==> config.mk <==
export PLATFORM = sky130hd
export DESIGN_NAME = fil_dout_packer
export DESIGN_NICKNAME = d
export VERILOG_FILES = /design/src/rtl/fil_dout_packer.sv
export SDC_FILE = /design/constraint.sdc
export NUM_CORES = 1
export LEC_CHECK = 0
export ABC_AREA = 0
export CORE_MARGIN = 10
export CORE_UTILIZATION = 63
export CTS_CLUSTER_DIAMETER = 50
export DETAILED_ROUTE_END_ITERATION = 10
export PLACE_DENSITY = 0.85
export SLEW_MARGIN = 20
export SYNTH_ARGS = -nofsm -noshare
export SYNTH_HDL_FRONTEND = slang
export SYNTH_SLANG_ARGS = --single-unit
export TNS_END_PERCENT = 1
==> constraint.sdc <==
create_clock -name clk -period 9.9 [get_ports clk]
set_clock_uncertainty 0.1 [all_clocks]
set_input_delay 1.485 -clock clk [delete_from_list [all_inputs] [get_ports clk]]
set_output_delay 1.485 -clock clk [all_outputs]
set_load 0.02 [all_outputs]
==> src/rtl/fil_dout_packer.sv <==
// fil_dout_packer: FPGA-in-the-loop return path. Captures one DUT output
// sample per enabled cycle, packs PACK samples (lane 0 = oldest) into a word,
// queues words in a small first-word-fall-through FIFO and hands them to the
// host transmit link over valid/ready.
// Optional build macro FIL_TX_PARITY_EN adds tx_parity: per-lane XOR parity
// computed when the word is pushed and stored alongside it.

// One pack-register lane: holds the sample written while its word is filling.
module fil_dout_lane #(
  parameter int DATA_W = 8
) (
  input  logic              clk,
  input  logic              reset,
  input  logic              wr,
  input  logic              clr,
  input  logic [DATA_W-1:0] din,
  output logic [DATA_W-1:0] q
);
  // Clear wins over write: the sample arriving on a push edge already went
  // into the pushed word through the bypass path in the parent.
  always_ff @(posedge clk or posedge reset)
    if (reset)    q <= '0;
    else if (clr) q <= '0;
    else if (wr)  q <= din;
endmodule

module fil_dout_packer #(
  parameter int DATA_W     = 8,
  parameter int PACK       = 4,
  parameter int FIFO_DEPTH = 4
) (
  input  logic                     clk,
  input  logic                     reset,
  input  logic                     enb,
  input  logic [DATA_W-1:0]        din,
  input  logic                     flush,
  output logic [DATA_W*PACK-1:0]   tx_data,
  output logic [PACK-1:0]          tx_keep,
  output logic                     tx_valid,
  input  logic                     tx_ready,
  output logic                     overflow,
  output logic [15:0]              word_count
`ifdef FIL_TX_PARITY_EN
  ,
  output logic [PACK-1:0]          tx_parity
`endif
);
  localparam int CW = (PACK > 1) ? $clog2(PACK) : 1;
  localparam int AW = (FIFO_DEPTH > 1) ? $clog2(FIFO_DEPTH) : 1;
  localparam logic [CW-1:0] LAST = CW'(PACK - 1);

  typedef struct packed {
    logic [PACK-1:0][DATA_W-1:0] data;
    logic [PACK-1:0]             keep;
`ifdef FIL_TX_PARITY_EN
    logic [PACK-1:0]             par;
`endif
  } word_t;

  logic [CW-1:0]               cnt;
  logic [PACK-1:0]             lane_wr;
  logic [PACK-1:0][DATA_W-1:0] lane_q;
  logic                        word_done;
  logic                        push;
  word_t                       push_w;

  word_t                       mem [FIFO_DEPTH];
  word_t                       head;
  logic [AW:0]                 wr_ptr;
  logic [AW:0]                 rd_ptr;
  logic                        full;
  logic                        pop;
  logic                        wr_en;

  // A word leaves the packer when the last lane fills, or on flush whenever
  // at least one sample (including one arriving this cycle) is pending. A
  // flush coinciding with the completing sample therefore yields one word.
  assign word_done = enb && (cnt == LAST);
  assign push      = word_done || (flush && (enb || (cnt != '0)));

  // Assemble the word to push: registered lanes plus the in-flight sample,
  // unfilled lanes forced to zero.
  always_comb begin
    push_w  = '0;
    lane_wr = '0;
    for (int i = 0; i < PACK; i++) begin
      lane_wr[i]     = enb && (cnt == CW'(i));
      push_w.keep[i] = (CW'(i) < cnt) || lane_wr[i];
      if (lane_wr[i])          push_w.data[i] = din;
      else if (push_w.keep[i]) push_w.data[i] = lane_q[i];
      else                     push_w.data[i] = '0;
`ifdef FIL_TX_PARITY_EN
      push_w.par[i]  = push_w.keep[i] & (^push_w.data[i]);
`endif
    end
  end

  // Lane counter: advances per sample, returns to 0 whenever a word is pushed.
  always_ff @(posedge clk or posedge reset)
    if (reset)     cnt <= '0;
    else if (push) cnt <= '0;
    else if (enb)  cnt <= cnt + CW'(1);

  for (genvar g = 0; g < PACK; g++) begin : g_lane
    fil_dout_lane #(.DATA_W(DATA_W)) u_lane (
      .clk   (clk),
      .reset (reset),
      .wr    (lane_wr[g]),
      .clr   (push),
      .din   (din),
      .q     (lane_q[g])
    );
  end

  // FIFO pointers carry one wrap bit so full and empty are distinguishable.
  assign tx_valid = (wr_ptr != rd_ptr);
  assign full     = (wr_ptr[AW-1:0] == rd_ptr[AW-1:0]) && (wr_ptr[AW] != rd_ptr[AW]);
  assign pop      = tx_valid && tx_ready;
  assign wr_en    = push && (!full || pop);

  // Word storage; when full with a simultaneous pop the write lands in the
  // slot being vacated, which is read out combinationally before the edge.
  always_ff @(posedge clk or posedge reset)
    if (reset) begin
      for (int i = 0; i < FIFO_DEPTH; i++) mem[i] <= '0;
    end else if (wr_en) begin
      mem[wr_ptr[AW-1:0]] <= push_w;
    end

  // Pointer update; reset clears both so tx_valid falls asynchronously.
  always_ff @(posedge clk or posedge reset)
    if (reset) begin
      wr_ptr <= '0;
      rd_ptr <= '0;
    end else begin
      if (wr_en) wr_ptr <= wr_ptr + (AW+1)'(1);
      if (pop)   rd_ptr <= rd_ptr + (AW+1)'(1);
    end

  // Sticky drop flag and host-accepted word counter.
  always_ff @(posedge clk or posedge reset)
    if (reset) begin
      overflow   <= 1'b0;
      word_count <= '0;
    end else begin
      if (push && full && !pop) overflow <= 1'b1;
      if (pop)                  word_count <= word_count + 16'd1;
    end

  // Head word is held until popped; outputs read zero while the FIFO is empty.
  assign head    = mem[rd_ptr[AW-1:0]];
  assign tx_data = tx_valid ? head.data : '0;
  assign tx_keep = tx_valid ? head.keep : '0;
`ifdef FIL_TX_PARITY_EN
  assign tx_parity = tx_valid ? head.par : '0;
`endif

endmodule
# Word level (Yosys, flattened, before mapping)
# Index checks and enable logic that the tools add are counted.
# totals
reg_bits,201
latchBits,0
mem_bits_rw,0
mem_bits_ro,0
input_bits,13
out_inout_bits,54
wordCells,101
memories,0
# classes
add_sub_neg,4
mul,0
n_div,0
order_cmp,7
eq_ne,6
shift,0
muxes,26
n_bitwise,2
reduce_logical,27
# ops
op,n
144-bit bitwise mux,1
8-bit 2-to-1 mux,16
36-bit 2-to-1 mux,3
36-bit binary-select mux with 2-bit select,1
36-bit demux with 2-bit select,1
32-bit 2-to-1 mux,1
"16-bit by 1-bit adder with 16-bit output, second input constant",1
2-bit nonzero test,6
1-bit logical AND,11
1-bit logical OR,7
"3-bit by 1-bit adder with 3-bit output, second input constant",2
"3-bit >= comparator, second input constant",2
2-bit inverter with 3-bit output,2
"2-bit equality test, second input constant",2
"1-bit by 2-bit less-than comparator with 1-bit output, first input constant",2
"2-bit less-than comparator, first input constant",2
2-bit 2-to-1 mux,2
4-bit 2-to-1 mux,1
"3-bit by 1-bit less-than comparator with 1-bit output, second input constant",1
3-bit inequality test,1
"2-bit by 1-bit adder with 2-bit output, second input constant",1
"2-bit by 1-bit equality test with 1-bit output, second input constant",1
2-bit equality test,1
1-bit logical NOT,2
other kinds (2),2

# Logic depth before layout (Yosys ltp)
# Gate-level depths: netlist (run 1).
# logic_depth
ltp_word,6
depth_mapped,9
depth_no_buf,6

# Cells and area by module
# Synthesis (run 1) repeated with hierarchy kept, for this count alone.
# hier_totals
hier_cells,662
hier_area_um2,9158.8
# by_module_without_submodules
module,instances,cells_each,area_each_um2,seq_area_each_um2
fil_dout_packer,1,581,8171.6,4229.1
fil_dout_lane,3,27,329.1,200.2

# Least setup slack after synthesis (run 1)
# No wires, ideal clock.
# synth_timing
path_kind,reg-to-output
start,register rd_ptr[0]
end,output port tx_data[10]
arrival_ns,1.690
required_ns,8.315
path_slack_ns,6.625
path_stages_with_launch,5
path_buffers,2
cell_sequence,dfrtp_1 -> buf_2 -> buf_2 -> mux4_2 -> and2_1
# synth_via
elab_chain_cells,5
word_cells_on_any_way,6
classes_between,1 x eq/ne; 4 x mux; 1 x bitwise
# synth_lines
item,line,source
from (decl),70,logic [AW:0] rd_ptr;
from (signal assigned),137,if (pop) rd_ptr <= rd_ptr + (AW+1)'(1);
2-bit inverter with 3-bit output (not written as such),151,assign head = mem[rd_ptr[AW-1:0]];
36-bit binary-select mux with 2-bit select,151,
36-bit 2-to-1 mux (not written as such) (2 in a row),151,
32-bit 2-to-1 mux (*),152,assign tx_data = tx_valid ? head.data : '0;
to (decl),37,"output logic [DATA_W*PACK-1:0] tx_data,"
# Every way passes the cells marked *; elsewhere a longest branch is shown, timed or not. The select of a mux whose other input is x is not followed.

# Final worst setup path (run 1)
# layout_timing
start,register rd_ptr[0]
end,output port tx_data[4]
# The elaborated chain is that of the path after synthesis.

==> summary by stage, run 1 <==
Cells and area
The combined area of the multi-input logic cells is 3920 µm². Compared with the post-synthesis result, the final layout area differs by 15.1%. The share of the core filled with cells in the final layout is 0.744.

The number of standard cells in the layout, taps in and fillers out is 914. The number of nets in the final layout is 745. The fraction of final layout cells sized beyond drive strength 1 is 0.301. The count of inserted antenna diode cells is 0. The number of fillers in the final layout is 840. The flip-flop and latch area is 4830 µm².

Place
Input and output buffers added on the ports amount to 66. Detailed placement finished with a half-perimeter wire length of 12.0 mm. Prior to clock tree synthesis, the placed netlist has a worst setup slack of 4.92 ns. The post-placement cell count is 883.

The global placer's final weighted congestion is 0.851.

Floorplan
The die is 140 µm tall. The initial utilization of the core area, before any placement, comes to 0.646. The die boundary width is 140 µm.

The die covers 19500 µm². For this design the top-level I/O count stands at 67. The count of standard-cell rows is 43. The area inside the core boundary is 13900 µm².

Critical path
The critical setup path kind is flop to output port. The required time at the endpoint of the critical path is 8.32 ns. The standard cell with the maximum stage delay on the critical path is sky130_fd_sc_hd__clkdlybuf4s50_1.

The maximum fanout along the worst path is 40. The capture point of the worst reg-to-reg path is mem[40]. The data arrival time of the critical path is 3.05 ns.

The kind of cell adding the most delay to the critical path is buffers and inverters. The cell occurring most often along the worst timing path is sky130_fd_sc_hd__buf_4. Setup slack on the worst reg-to-reg path comes out at 5.57 ns. In this run the critical register-to-register path is launched from cnt[1].

The number of cells on the worst reg-to-reg path is 6. STA classifies the critical path startpoint as a flop. Walking the worst path, the cells encountered are buf_4 > xnor2_1 > nand3_1 > buf_4 > and2_1 > clkdlybuf4s50_1.

The critical path depth is 6. The maximum single-stage delay on the critical path is 0.65 ns. The worst setup path is captured at an output port. The critical path contains buffers and inverters numbering 3 combined.

STA
The post-route worst setup slack is 5.27 ns. Setup violations remaining at the end of the flow were counted as 0. Subtracting the final worst setup slack from the clock period gives 4.63 ns. Setup repair after global routing left no endpoint under its margin. Of the available clock period, the critical path in the final layout requires 0.468. The setup TNS after final layout is 0 ns. The number of failing hold endpoints at the final stage is 0. Measured against its own limit, the worst slew margin works out to 0.240. The total count of max-transition violations in the final report is 0.

At the pin with the least slew margin, the transition time is 1.14 ns. Derived from the worst setup path, the maximum achievable clock frequency is 216 MHz.

Synth
The number of nets in the synthesized netlist is 696. Counting distinct cell types in the post-synthesis netlist gives 30. By area the synthesized netlist is led by sky130_fd_sc_hd__dfrtp_1 (54%), sky130_fd_sc_hd__mux2_2 (18%), sky130_fd_sc_hd__mux4_2 (9.0%). The sequential cell area fraction in the yosys report is 0.537. The area share of the largest cell type after synthesis is 0.537. Yosys mapped a number of flops with a built-in enable equal to 0. The post-synthesis average cell area is 13.4 µm².

The async set-or-reset flop fraction in the synthesized netlist is 1.00. In the synthesized netlist the dominant register cell turns out to be sky130_fd_sc_hd__dfrtp_1. In the post-synthesis netlist, the cell with the most instances is sky130_fd_sc_hd__dfrtp_1. For this run, the number of Yosys warnings is 0.

Summed over all instances, the cell type with the most area after synthesis is sky130_fd_sc_hd__dfrtp_1. The commonest cells after synthesis are sky130_fd_sc_hd__dfrtp_1 (193), sky130_fd_sc_hd__mux2_2 (142), sky130_fd_sc_hd__nand2_1 (60), sky130_fd_sc_hd__and2_1 (42), sky130_fd_sc_hd__mux4_2 (36). The cell area after synthesis is 9000 µm². After technology mapping, the gate count stands at 673.

The total of flip-flops plus latches after synthesis is 193.

Clock network
Clock latency on the worst-skew pair, taken at its later pin, is 0.43 ns. The clock passes through at most 2 buffers. The total CTS buffers is 17. Clock-pin slew was measured on the worst setup and hold paths at 0.06 ns. The cell sitting at the root of the clock tree is a sky130_fd_sc_hd__clkbuf_16. The count of clock tree sinks is 193.

The post-cts hold buffer count is 0. The number of setup buffers added after CTS is 0. The count of instances resized after the clock tree is built is 0. The CTS tree is done. The H-tree was split into 4 levels.

Global routing
The global-route usage over all layers is 0.203. The via count of the first global-routing pass is 6002. The total overflow reported by the global router is 0.

The largest net degree at the start of global routing is 112. The number of antenna violations at the first check in global routing is 0. The wire length of the first global-routing pass is 31.9 mm.

Detailed routing
The remaining antenna violation count is 0. The initial DRC count is 396. After detailed routing, the average wire length per cell comes to 21.3 µm.

In the routed design, unresolved DRC markers number 0. The first-pass iteration count of the detailed router is 7. In the routed layout, each cell is associated on average with a via count of 6.16. The final route contains 5629 vias. After detailed routing, the total wire length is 19.4 mm.

Pwr
The static leakage is 4.80 nW. Of the total power, the clock network draws 0.227. The switching part of the total power is 0.347.

The net load switching power is 1.09 mW. Internal power comes to 2.05 mW. The power density of the placed cells is 303 nW/µm². VDD sags by at most 0.198 mV. The combinational fraction of design power is 0.401.

The part of the total power dissipated in sequential elements is 0.371.

Hold path
The worst-case hold path end point is mem[108]. Counting instances, the worst hold path has a depth of 1. The worst hold path belongs to the class flop to flop. The start point of the worst min-delay path is mem[108].

Status
The run finished with clean final reports.

Flow run
The tool flagged a number of max-cap violations equal to 0.
==> worst max-delay path by stage <==
| stage | from | to | slack, ns |
|---|---|---|---|
| floorplan | reset | cnt[0] | 3.06 |
| global route | rd_ptr[0] | tx_data[12] | 5.10 |
| global placement | enb | mem[17] | 5.01 |
| CTS | rd_ptr[0] | tx_data[4] | 5.24 |
| finish | rd_ptr[0] | tx_data[4] | 5.27 |
| detailed placement | enb | mem[11] | 4.92 |
==> worst reg2reg max path: stages, from the launching register on <==
cell,delay (ns)
sky130_fd_sc_hd__dfrtp_1,0.79
sky130_fd_sc_hd__inv_1,0.22
sky130_fd_sc_hd__ha_1,0.44
sky130_fd_sc_hd__nand2b_1,0.27
sky130_fd_sc_hd__nand2_1,0.71
sky130_fd_sc_hd__nand3_2,1.04
sky130_fd_sc_hd__mux2_2,0.65
==> power groups by stage <==
stage | clock network, mW | logic, mW | registers [mW]
2_1_floorplan | 0 | 0.870 | 1.15
3_3_place_gp | 0 | 1.21 | 1.15
3_5_place_dp | 0 | 1.26 | 1.17
4_1_cts | 0.722 | 1.27 | 1.16
5_1_grt | 0.753 | 1.36 | 1.19
6_report | 0.715 | 1.26 | 1.17
==> metal layers <==
layer | share of wire | vias to the layer above | track usage | routed length [µm]
met5 | 0 | - | 0 | 0
met4 | 0.019 | 0 | 0.0747 | 363
met3 | 0.056 | 31 | 0.0510 | 1090
met2 | 0.50 | 180 | 0.332 | 9810
met1 | 0.42 | 2917 | 0.254 | 8170
li1 | - | 2501 | - | -
==> logic make-up (layout without fill, tap and decap cells) <==
group,after synthesis,count (layout),share of synthesized area
simple gates,163,163,0.0962
mux,178,178,0.268
buf+inv,58,119,0.0298
xor+xnor,24,24,0.0242
fa+ha+maj,10,10,0.0139
flops,193,193,0.537
compound gates,47,47,0.0316
==> metrics by stage <==
step / area [µm²] / total power, mW / hold slack, ns
finish: 10400 / 3.14 / 0.364
global route: 10400 / 3.31 / 0.405
CTS: 10300 / 3.16 / 0.367
detailed placement: 9730 / 2.43 / 0.348
global placement: 9730 / 2.36 / 0.345
floorplan: 9000 / 2.02 / 0.329
==> layout make-up <==
cell class / instances / share of cell area
clock buffer: 27 / 0.0505
clock inverter: 4 / 0.00918
inverter: 17 / 0.00664
multi-input combinational: 422 / 0.378
sequential: 193 / 0.466
tap: 180 / 0.0217
timing repair buffer: 71 / 0.0677
==> cell usage in the layout, fill, tap and decap left out, drive strengths merged <==
master / netlist / layout
nor3: 5 / 5
nand2b: 6 / 6
buf: 21 / 5
clkinv: 0 / 1
nor4: 5 / 5
dfrtp: 193 / 193
and3: 8 / 8
o21ai: 20 / 20
nand2: 60 / 60
or4: 2 / 2
nor2: 3 / 3
clkbuf: 20 / 27
xor2: 10 / 10
ha: 10 / 10
nand4: 4 / 4
mux2: 142 / 142
mux4: 36 / 36
clkdlybuf4s50: 0 / 66
nand3: 28 / 28
a31o: 1 / 1
a32o: 8 / 8
and2: 42 / 42
bufinv: 0 / 3
o31ai: 1 / 1
inv: 17 / 17
o21bai: 1 / 1
a21oi: 16 / 16
xnor2: 14 / 14
==> registers in the layout, indices dropped and copies added (netlist names) <==
| signal | flops |
|---|---|
| overflow | 1 |
| mem | 144 |
| rd_ptr | 3 |
| cnt | 2 |
| word_count | 16 |
| wr_ptr | 3 |
| g_lane.u_lane.q | 24 |
(Power assumes the default switching activity.)
==> run 2: changes to the inputs <==
Settings changed: CORE_UTILIZATION 63 to 59, PLACE_DENSITY 0.85 to 0.8.
Clock period 9.9 ns to 4.85 ns, I/O delays scaled along.
==> summary by stage, run 2 (synthesis results as in run 1) <==
Hold path
The path category of the worst min-delay check is flop to flop (unchanged).

STA
The number of failing hold endpoints at the final stage was 0 (unchanged). The total count of max-transition violations in the final report is 0 (unchanged). The final number of setup-violating endpoints is 0 (unchanged).

After layout, the minimum clock period comes to 3.83 ns. The setup TNS after final layout is 0 ns (unchanged). Unrepaired setup endpoints after global routing: false (unchanged).

The period utilization is 0.789. The relative slew slack came to 0.242 (was 0.240). For this run, the top clock speed supported by timing is 261 MHz. The slew of the pin with the lowest slew margin was 1.14 ns (about the same).

Clock network
The count of instances resized after the clock tree is built is 0 (unchanged). The total CTS buffers is 17 (unchanged). The buffer count from post-CTS setup fixing was 0 (unchanged). The post-CTS clock slew at the launch and capture registers of the worst setup and hold paths was 0.06 ns (about the same). The library cell used as clock root buffer is sky130_fd_sc_hd__clkbuf_16 (unchanged). The post-cts hold buffer count is 0 (unchanged). The number of H-tree branching levels came to 4 (unchanged). The worst-skew pair later-pin latency is 0.43 ns (about the same). The buffer depth of the longest clock path is 2 (unchanged).

The count of clock tree sinks is 193 (unchanged). The CTS tree is done (unchanged).

Floorplan
The I/O pin total is 67 (unchanged). The effective utilization at floorplan came to 0.596 (was 0.646). The vertical die dimension came to 144 µm (was 140 µm). The area inside the core boundary was 15100 µm² (was 13900 µm²).

The count of standard-cell rows came to 45 (was 43). The die boundary width came to 144 µm (was 140 µm). The area enclosed by the die boundary was 20600 µm² (was 19500 µm²).

Global routing
The wire length of the first global-routing pass is 31.4 mm (was 31.9 mm). The via count of the first global-routing pass came to 5915 (was 6002). The number of antenna violations at the first check in global routing is 0 (unchanged).

The largest net degree at the start of global routing was 194 (was 112). The total overflow reported by the global router is 0 (unchanged). The global-route usage over all layers was 0.194 (was 0.203).

Cells and area
The number of nets in the final layout came to 749 (was 745). The number of standard cells in the layout, taps in and fillers out is 927 (was 914). Most frequent cells in the layout: sky130_fd_sc_hd__dfrtp_1 (192), sky130_fd_sc_hd__mux2_2 (142), sky130_fd_sc_hd__clkdlybuf4s50_1 (66) (unchanged). The flip-flop count of the largest register, all copies and words added is 144 (unchanged). The register ranked first by flip-flop count is mem (unchanged). Largest registers: mem x144, g_lane.u_lane.q x24, word_count x16 (unchanged).

The number of fillers in the final layout is 1026 (was 840). The count of inserted antenna diode cells is 0 (unchanged). The area growth from synthesis to final layout came to 15.2% (was 15.1%). The most common library cell in the layout ignoring fill and taps is sky130_fd_sc_hd__dfrtp_1 (unchanged). The fraction of final layout cells sized beyond drive strength 1 is 0.310 (was 0.301). The flip-flop and latch area is 4830 µm² (unchanged).

The combined area of the multi-input logic cells is 3900 µm² (was 3920 µm²).

Flow run
The reported max-cap violation count is 0 (unchanged).

Critical path
The data arrival time of the critical path came to 4.03 ns (was 3.05 ns). The required time at the endpoint of the critical path was 5.06 ns (was 8.32 ns). The endpoint type of the worst setup path is a flop (was output port). The critical setup path kind is flop to flop (was flop to output port).

The maximum fanout along the worst path is 36 (was 40). The type of origin of the critical path is a flop (unchanged).

Pwr
The static leakage is 4.81 nW (was 4.80 nW). The power density of the placed cells came to 608 nW/µm² (was 303 nW/µm²). The worst supply voltage drop on vdd is 0.391 mV (was 0.198 mV).

Detailed routing
The initial DRC count was 410 (was 396). The average wire length per cell after detail routing is 20.2 µm (was 21.3 µm). The per-cell via count in the routed design is 6.04 (was 6.16). The first-pass iteration count of the detailed router is 5 (was 7).

The number of vias after detailed routing is 5603 (was 5629). The final routed DRC violation total is 0 (unchanged). The wire length after detailed routing came to 18.8 mm (was 19.4 mm).

The remaining antenna violation count came to 0 (unchanged).

Place
The global placer's final weighted congestion is 0.846 (was 0.851). The port buffer count is 66 (unchanged). The post-detailed-placement half-perimeter wirelength is 12.0 mm (about the same). The post-placement cell count came to 895 (was 883).

Status
Outcome: finished, final reports clean (unchanged).
==> run 2: critical path, stage by stage (launching register included) <==
cell	delay, ns
sky130_fd_sc_hd__dfrtp_1	0.77
sky130_fd_sc_hd__inv_1	0.21
sky130_fd_sc_hd__ha_1	0.43
sky130_fd_sc_hd__nand2b_1	0.27
sky130_fd_sc_hd__nand2_1	0.08
sky130_fd_sc_hd__buf_4	0.30
sky130_fd_sc_hd__nand3_2	0.91
sky130_fd_sc_hd__mux2_2	0.63
==> run 2: power breakdown <==
group / total [mW] / switching (mW) / internal, mW
Clock: 1.39 / 0.579 / 0.810
Sequential: 2.40 / 0.339 / 2.06
Combinational: 2.51 / 1.27 / 1.24
==> run 2: layout make-up <==
| type | count | area share |
|---|---|---|
| sequential | 193 | 0.466 |
| multi-input combinational | 422 | 0.376 |
| timing repair buffer | 75 | 0.0714 |
| clock buffer | 22 | 0.0467 |
| tap | 188 | 0.0227 |
| clock inverter | 10 | 0.0103 |
| inverter | 17 | 0.00652 |
==> run 2: through the flow <==
| stage | utilization | power [mW] | hold slack (ns) | instance area (µm²) | setup slack [ns] |
|---|---|---|---|---|---|
| after floorplan | - | 4.12 | 0.329 | 9000 | 1.53 |
| after global placement | 0.648 | 4.84 | 0.345 | 9780 | 1.11 |
| after detailed placement | 0.648 | 4.96 | 0.352 | 9780 | 1.05 |
| after CTS | 0.687 | 6.36 | 0.369 | 10400 | 1.07 |
| after global routing | 0.687 | 6.66 | 0.388 | 10400 | 0.840 |
| final | 0.687 | 6.30 | 0.368 | 10400 | 1.02 |
==> run 2: final timing paths <==
check | start | to | slack (ns) | cells past startpoint
worst max-delay path | cnt[1] | mem[80] | 1.02 | 7
worst min-delay path | mem[36] | mem[36] | 0.37 | 1
worst max register to register | cnt[1] | mem[80] | 1.02 | 7
worst min register to register | mem[36] | mem[36] | 0.37 | 1
max in group asynchronous | reset | mem[136] | 3.02 | 3
min in group asynchronous | reset | mem[67] | 0.80 | 3
==> run 2: layer usage <==
layer | vias to the layer above | wire (µm) | GRT usage | part of all wire
li1 | 2504 | - | - | -
met4 | 0 | 278 | 0.0613 | 0.015
met5 | - | 0 | 0 | 0
met3 | 24 | 966 | 0.0432 | 0.051
met2 | 140 | 9580 | 0.322 | 0.51
met1 | 2935 | 7940 | 0.248 | 0.42
